`src/rtl/mic1_exec_ctrl_if.sv`:
```
// Front-panel / MIC-1 side signals of the execution controller.
// The panel (or a bench) uses master; the controller uses slave.
interface mic1_exec_ctrl_if #(
  parameter int CNT_WIDTH = 4
) ();
  logic                 btn_run;
  logic                 btn_step;
  logic                 btn_stop;
  logic                 btn_clear;
  logic                 mic1_halt;
  logic                 mic1_ce;
  logic                 led_run;
  logic                 led_idle;
  logic                 led_halt;
  logic [CNT_WIDTH-1:0] step_count;

  modport master (
    output btn_run,
    output btn_step,
    output btn_stop,
    output btn_clear,
    output mic1_halt,
    input  mic1_ce,
    input  led_run,
    input  led_idle,
    input  led_halt,
    input  step_count
  );

  modport slave (
    input  btn_run,
    input  btn_step,
    input  btn_stop,
    input  btn_clear,
    input  mic1_halt,
    output mic1_ce,
    output led_run,
    output led_idle,
    output led_halt,
    output step_count
  );
endinterface

```
`src/rtl/mic1_exec_ctrl.sv`:
```
// MIC-1 execution controller: button edges -> Run/Step/Stop/Halt FSM that
// issues the one-cycle datapath clock-enable and counts issued microinstructions.
module mic1_exec_ctrl #(
  parameter int RATE_DIV  = 4,
  parameter int CNT_WIDTH = 4
) (
  input  logic             clk,
  input  logic             resetn,
  mic1_exec_ctrl_if.slave  bus
);

  localparam int DIV_W = (RATE_DIV > 2) ? $clog2(RATE_DIV) : 1;
  localparam logic [DIV_W-1:0] DIV_LAST = DIV_W'(RATE_DIV - 1);

  localparam int B_RUN   = 0;
  localparam int B_STEP  = 1;
  localparam int B_STOP  = 2;
  localparam int B_CLEAR = 3;
  localparam int N_BTN   = 4;

  generate
    if (RATE_DIV < 2) begin : g_bad_rate
      $error("mic1_exec_ctrl: RATE_DIV must be >= 2");
    end
  endgenerate

  typedef enum logic [1:0] {
    S_IDLE   = 2'd0,
    S_RUN    = 2'd1,
    S_STEP   = 2'd2,
    S_HALTED = 2'd3
  } state_t;

  state_t               state_reg, state_next;
  logic [DIV_W-1:0]     div_reg, div_next;
  logic [CNT_WIDTH-1:0] count_reg, count_next;

  logic [N_BTN-1:0] btn_lvl;
  logic [N_BTN-1:0] cmd;
  logic             ce;

  assign btn_lvl[B_RUN]   = bus.btn_run;
  assign btn_lvl[B_STEP]  = bus.btn_step;
  assign btn_lvl[B_STOP]  = bus.btn_stop;
  assign btn_lvl[B_CLEAR] = bus.btn_clear;

  // History loads 1 in reset so a button held through reset never fires.
  genvar gi;
  generate
    for (gi = 0; gi < N_BTN; gi++) begin : g_edge
      logic hist_reg;

      always_ff @(posedge clk) begin
        if (!resetn) begin
          hist_reg <= 1'b1;
        end else begin
          hist_reg <= btn_lvl[gi];
        end
      end

      assign cmd[gi] = btn_lvl[gi] & ~hist_reg;
    end
  endgenerate

  assign ce = (state_reg == S_STEP) ||
              ((state_reg == S_RUN) && (div_reg == DIV_LAST));

  always_ff @(posedge clk) begin
    if (!resetn) begin
      state_reg <= S_IDLE;
      div_reg   <= '0;
      count_reg <= '0;
    end else begin
      state_reg <= state_next;
      div_reg   <= div_next;
      count_reg <= count_next;
    end
  end

  always_comb begin
    state_next = state_reg;
    div_next   = div_reg;
    count_next = count_reg;

    if (ce) begin
      count_next = count_reg + 1'b1;
    end

    if (cmd[B_CLEAR]) begin
      // Clear beats everything, including the increment of a live pulse.
      state_next = S_IDLE;
      div_next   = '0;
      count_next = '0;
    end else begin
      case (state_reg)
        S_IDLE: begin
          if (!cmd[B_STOP]) begin
            if (cmd[B_RUN]) begin
              state_next = S_RUN;
              div_next   = '0;
            end else if (cmd[B_STEP] && !bus.mic1_halt) begin
              state_next = S_STEP;
            end
          end
        end
        S_RUN: begin
          if (cmd[B_STOP]) begin
            state_next = S_IDLE;
            div_next   = '0;
          end else if (bus.mic1_halt) begin
            state_next = S_HALTED;
            div_next   = '0;
          end else if (div_reg == DIV_LAST) begin
            div_next = '0;
          end else begin
            div_next = div_reg + 1'b1;
          end
        end
        S_STEP: begin
          state_next = S_IDLE;
        end
        S_HALTED: begin
          if (cmd[B_STOP]) begin
            state_next = S_IDLE;
          end
        end
        default: begin
          state_next = S_IDLE;
          div_next   = '0;
        end
      endcase
    end
  end

  assign bus.mic1_ce    = ce;
  assign bus.led_run    = (state_reg == S_RUN);
  assign bus.led_idle   = (state_reg == S_IDLE);
  assign bus.led_halt   = (state_reg == S_HALTED);
  assign bus.step_count = count_reg;

endmodule

```
`src/flat_wrapper.sv`:
```
// flat-port wrapper written by rule: the top's interface ports become plain ports
module mic1_exec_ctrl_flat 
#(
  parameter int RATE_DIV  = 4,
  parameter int CNT_WIDTH = 4
)
  (clk, resetn, bus_btn_run, bus_btn_step, bus_btn_stop, bus_btn_clear, bus_mic1_halt, bus_mic1_ce, bus_led_run, bus_led_idle, bus_led_halt, bus_step_count);
  mic1_exec_ctrl_if #(.CNT_WIDTH(CNT_WIDTH)) bus_i ();
  input  logic clk;
  input  logic resetn;
  input wire logic [$bits(bus_i.btn_run)-1:0] bus_btn_run;
  input wire logic [$bits(bus_i.btn_step)-1:0] bus_btn_step;
  input wire logic [$bits(bus_i.btn_stop)-1:0] bus_btn_stop;
  input wire logic [$bits(bus_i.btn_clear)-1:0] bus_btn_clear;
  input wire logic [$bits(bus_i.mic1_halt)-1:0] bus_mic1_halt;
  output wire logic [$bits(bus_i.mic1_ce)-1:0] bus_mic1_ce;
  output wire logic [$bits(bus_i.led_run)-1:0] bus_led_run;
  output wire logic [$bits(bus_i.led_idle)-1:0] bus_led_idle;
  output wire logic [$bits(bus_i.led_halt)-1:0] bus_led_halt;
  output wire logic [$bits(bus_i.step_count)-1:0] bus_step_count;
  assign bus_i.btn_run = bus_btn_run;
  assign bus_i.btn_step = bus_btn_step;
  assign bus_i.btn_stop = bus_btn_stop;
  assign bus_i.btn_clear = bus_btn_clear;
  assign bus_i.mic1_halt = bus_mic1_halt;
  assign bus_mic1_ce = bus_i.mic1_ce;
  assign bus_led_run = bus_i.led_run;
  assign bus_led_idle = bus_i.led_idle;
  assign bus_led_halt = bus_i.led_halt;
  assign bus_step_count = bus_i.step_count;
  mic1_exec_ctrl #(.RATE_DIV(RATE_DIV), .CNT_WIDTH(CNT_WIDTH)) u_core (.clk(clk), .resetn(resetn), .bus(bus_i));
endmodule
```
`config.mk`:
```
export PLATFORM = sky130hd
export DESIGN_NAME = mic1_exec_ctrl_flat
export DESIGN_NICKNAME = d
export VERILOG_FILES = /design/src/rtl/mic1_exec_ctrl_if.sv /design/src/rtl/mic1_exec_ctrl.sv /design/src/flat_wrapper.sv
export SDC_FILE = /design/constraint.sdc
export NUM_CORES = 1
export LEC_CHECK = 0
export ABC_AREA = 1
export ABC_CLOCK_PERIOD_IN_PS = 1000
export BUFFER_PORTS_ARGS = -buffer_cell sky130_fd_sc_hd__buf_2
export CORE_UTILIZATION = 30
export DETAILED_ROUTE_END_ITERATION = 12
export GPL_ROUTABILITY_DRIVEN = 0
export MAX_ROUTING_LAYER = met4
export PLACE_DENSITY = 0.6
export REMOVE_ABC_BUFFERS = 1
export SYNTH_ARGS = -nofsm -noshare
export SYNTH_HDL_FRONTEND = slang
export SYNTH_SLANG_ARGS = --single-unit
```
`constraint.sdc`:
```
create_clock -name clk -period 1 [get_ports clk]
set_input_delay 0.1 -clock clk [delete_from_list [all_inputs] [get_ports clk]]
set_output_delay 0.1 -clock clk [all_outputs]
set_load 0.01 [all_outputs]
```
---- Word-level counts from Yosys, hierarchy flattened ----
Cells that the tools add are included.
word-level totals
  register bits ........................... 12
  bits of input ports ..................... 7
  logic and storage cells ................. 49
cells by class
  $add $sub $neg .......................... 2
  equal/unequal tests ..................... 9
  multiplexer cells ....................... 13
  bitwise gates (word level) .............. 9
  reductions and logical operators ........ 9
operator list
  cell                 number
  $mux 2               11
  $pmux 2 s4           1
  $eq 2x2->1 const B   3
  $not 1->1            5
  $add 4x1->4 const B  1
  $and 1x1->1          4
  $ne 2x1->1 const B   2
  $pmux 2 s2           1
  $reduce_and 4->1     1
  $ne 3x1->1 const B   1
  $ne 3x2->1 const B   1
  $reduce_and 3->1     1
  $add 2x1->2 const B  1
  $eq 2x1->1 const B   1
  $logic_and 1x1->1    2
  $logic_not 2->1      1
  $ne 2x2->1 const B   1
  $reduce_bool 2->1    1
  $reduce_or 2->1      1
  $logic_not 1->1      1
  $logic_or 1x1->1     1

---- Longest topological paths before layout ----
  depth in word-level cells ............... 7
  gate-level depth with buffers ........... 8

---- Worst setup path after synthesis ----
OpenSTA, ideal clock, no wires.
  path type ............................... reg-to-reg
  from .................................... reg u_core.div_reg[0]
  to ...................................... reg u_core.count_reg[3] (netlist: u_core.bus.step_count[3])
  library setup time ...................... 113 ps
  data arrival time ....................... 1068 ps
  required time ........................... 887 ps
  path slack .............................. -181 ps
  cell stages (with the launch flop) ...... 9
  path buffers ............................ 0
  period minus slack after synthesis ...... 1181 ps
  path through ............................ dfxtp_1 > ha_1 > nand2_1 > a21oi_4 > inv_2 > nor2_2 > nand2_1 > nand2_1 > nor2_1
between the ends
  cells in the longest elaborated chain, start to end .. 3
ends and longest elaborated chain
  what                    RTL line              source
  start, declared         mic1_exec_ctrl.sv:35  logic [DIV_W-1:0] div_reg, div_next;
  start signal, assigned  mic1_exec_ctrl.sv:75  div_reg <= div_next;
  $eq 2x2->1              mic1_exec_ctrl.sv:66  ((state_reg == S_RUN) && (div_reg == DIV_LAST));
  $logic_and 1x1->1       mic1_exec_ctrl.sv:66
  $logic_or 1x1->1        mic1_exec_ctrl.sv:65  assign ce = (state_reg == S_STEP) ||
  net bus_mic1_ce         flat_wrapper.sv:16    output wire logic [$bits(bus_i.mic1_ce)-1:0] bus_mic1_ce;
  end signal, assigned    mic1_exec_ctrl.sv:76  count_reg <= count_next;
  end, declared           mic1_exec_ctrl.sv:36  logic [CNT_WIDTH-1:0] count_reg, count_next;
The timed path passes the listed nets, and every way through them passes these cells.
A chain may end at the register's enable or synchronous reset.

---- Worst setup path after layout ----
  from .................................... reg u_core.div_reg[0]
  to ...................................... out bus_mic1_ce
between the ends
  cells in the longest elaborated chain, start to end .. 3
ends and longest elaborated chain
  what               RTL line
  $eq 2x2->1         mic1_exec_ctrl.sv:66
  $logic_and 1x1->1  mic1_exec_ctrl.sv:66
  $logic_or 1x1->1   mic1_exec_ctrl.sv:65
  end, declared      flat_wrapper.sv:16
No other way between the ends.

==> results.md <==
- The utilization of the core after routing is 0.4638.
- The flow ran to the end, but the final reports show violations.
- The combined area of all synthesized cells is 579.3 µm².
- The die covers 2111 µm².
- The initial antenna violation count is 0.
- The total power density per cell area is 2194 nW/µm².
- The share of total power dissipated in the clock network is 0.162.
- The register clock-pin slew on the reported worst setup and hold paths is 70 ps.
- Each instance of the synthesized netlist takes up on average 6.509 µm².
- In this run, CTS created clock tree buffers numbering 3.
- Leaving out fill and tap cells, the most frequent cells in the layout are nand2_1, nor2_1, buf_2.
- The number of global-route vias before repair came to 507.
- The category of the most critical setup path is reg -> out.
- The net switching power is 676.2 µW.
- The launch instance of the worst min-delay path is bus_btn_step.
- The number of failing setup endpoints in the final timing report is 12.
- Of the total power, combinational logic draws 0.473.
- The I/O pin count is 15.
- The number of vias per cell after detailed routing is 4.257.
- CTS built an H-tree with a depth of 1.
- The count of distinct cell types in the synthesized netlist is 11.
- The ratio of cells with drive above 1 in the final layout is 0.3217.
- The area of the core is 1764 µm².
- Setup repair after global routing could not meet its margin everywhere.
- The cell type with the largest total area after synthesis is dfxtp_1.
- The first routing iteration left 3 violations.
- The total negative slack is -1524 ps.
- The internal power of the cells totals 1.119 mW.
- The count of final hold-check violations came to 0.
- The final reports fail on setup timing.
- The leakage power is 0.4428 nW.
- Synthesis inferred 12 register bits.
- Row generation in the floorplan step produced 15 rows.
- The residual overflow from global routing is 0.
- In this run the critical register-to-register path is launched from u_core.div_reg[0].
- The initial core utilization is 0.3284.
- The worst setup skew after layout is 0.5209 ps.
- By area the synthesized netlist is led by dfxtp_1, nand2_1, nor2_1, inv_1, ha_1.
- The all-layer global routing usage is 0.1448.
- After detailed routing, the average wire length per cell comes to 8.521 µm.
- The longest individual stage delay on the worst path is 350 ps.
- The first-pass GRT wire length is 2007 µm.
- The post-place setup slack is -167.7 ps.
- During synthesis, Yosys emitted a total of 0 warnings.
- The number of cells in the finished layout apart from fillers is 140.
- Measured against its own limit, the worst slew margin works out to 0.8206.
- The area growth from synthesis to final layout is 41.25%.
- The tool flagged a number of max-cap violations equal to 0.
- The pin count of the biggest net entering global routing is 7.
- Counting every instance in the synthesized netlist gives 89.
- The fraction of power consumed by sequential logic is 0.365.
- The switching part of the total is 0.3766.
- The final-stage net count is 126.
- The critical path's slowest cell is dfxtp_2.
- The worst setup path startpoint is u_core.div_reg[0].
- Derived from the worst setup path, the maximum achievable clock frequency is 799.2 MHz.
- The die is 45.95 µm wide.
- The worst endpoint data arrival time is 1150 ps.
- The final critical-path share of the clock period is 1.251.
- In the routed design, unresolved DRC markers number 0.
- TritonCTS built the clock tree.
- The startpoint class of the critical path is a register.
- The maximum VDD drop is 801.4 µV.
- The signal on the critical path passes through ha_4, nand2_4, a21oi_4, buf_6, buf_6.
- The number of pins exceeding their max-slew limit in the final report is 0.
- The transition at the pin with the smallest max-transition slack is 268.1 ps.
- The number of search-and-repair iterations in the first detailed-routing pass is 2.
- The routed design could run at a clock period as short as 1251 ps.
- The count of clock tree sinks is 12.
- The area fraction of the dominant cell type after synthesis is 0.4147.
- The library cell appearing most often on the critical path is buf_6.
- The total placed cells including tap cells is 134.
- The critical path endpoint category is a primary output.
- The fraction of the yosys area taken by sequential cells is 0.4147.
- The clock tree root driver cell is clkbuf_4.
- Measured along the y axis, the die boundary spans 45.95 µm.
- The number of buffers inserted by port buffering is 14.
- The via count is 596.
- The data required time of the critical path is 900 ps.
- For the worst-skew pair, the clock arrives at the later sink with an insertion delay of 270 ps.
- The count of inserted antenna diode cells is 0.
- The clock passes through at most 2 buffers.
- The worst hold path belongs to the class in -> reg.
- The final layout contains routed wiring with a total length of 1193 µm.
- The detail route stage leaves a number of antenna-violating nets equal to 0.
- The post-route worst setup slack is -251.3 ps.
- The half-perimeter wire length of the detailed placement result is 884.2 µm.
- The highest net fanout along the worst path is 2.
- The most frequent standard cell in the layout excluding fill and tap cells is nand2_1.
[cell usage after synthesis]
| master | number |
|---|---|
| inv_2 | 1 |
| a21oi_1 | 4 |
| nor2_2 | 1 |
| inv_1 | 13 |
| o21ai_0 | 5 |
| nor2_1 | 18 |
| nand3_1 | 5 |
| nand2_1 | 27 |
| ha_1 | 2 |
| dfxtp_1 | 12 |
| a21oi_4 | 1 |
[through the flow]
stage          power [mW]  instance area (µm²)  hold slack, ps
2_1_floorplan       1.095                579.3           168.7
3_3_place_gp        1.358                725.7           285.6
3_5_place_dp        1.360                725.7           293.1
4_1_cts             1.804                814.5           8.064
5_1_grt             1.958                818.3           20.22
6_report            1.795                818.3           14.27
[cells by family (layout without fill, tap and decap cells)]
group	count (synthesis)	in the layout	synth area share
flip-flops	12	12	0.4147
AO/OA/AOI/OAI	10	10	0.1058
adder cells (fa/ha/maj)	2	2	0.04319
buffers and inverters	14	40	0.09071
AND/OR/NAND/NOR	51	51	0.3456
[worst max-delay path: cells and delay by family, from the launching register on]
family                     cells  cell delay (ps)
and+or+nand+nor                1               50
buffers and inverters          2              200
DFF                            1              350
AOI/OAI and AO/OA              1              130
adders and majority gates      1              150
[power by group through the flow]
stage	sequential [mW]	combinational [mW]	clock, mW
2_1_floorplan	0.640	0.455	0
3_3_place_gp	0.640	0.718	0
3_5_place_dp	0.641	0.719	0
4_1_cts	0.656	0.842	0.307
5_1_grt	0.671	0.963	0.324
6_report	0.656	0.848	0.291
[cell type report]
class | count | area [µm²]
fill | 196 | 945.9
multi-input combinational | 63 | 306.5
inverter | 14 | 52.55
sequential | 12 | 247.7
clock buffer | 3 | 22.52
tap | 25 | 31.28
timing repair buffer | 23 | 157.7
[what timing repair did]
action	in CTS	in global routing
setup buffers	3	0
gates resized for setup	15	1
hold buffers	0	0
pin swaps	3	2
endpoints found under the setup margin	12	12
[metal layers]
metal	up-vias	routed length [µm]	track usage
met2	8	538	0.2197
met1	257	584	0.1627
met5	-	0	-
met3	4	31	0.03571
met4	0	38	0.1059
li1	327	-	-
[final timing paths]
kind | end | slack [ps] | depth (start not counted)
setup / recovery | bus_mic1_ce | -250 | 5
hold / removal | u_core.g_edge[1].hist_reg | 10 | 3
setup reg to reg | u_core.bus.step_count[3] | -190 | 9
hold reg to reg | u_core.div_reg[1] | 480 | 2
Power figures use the tool's default switching activity.
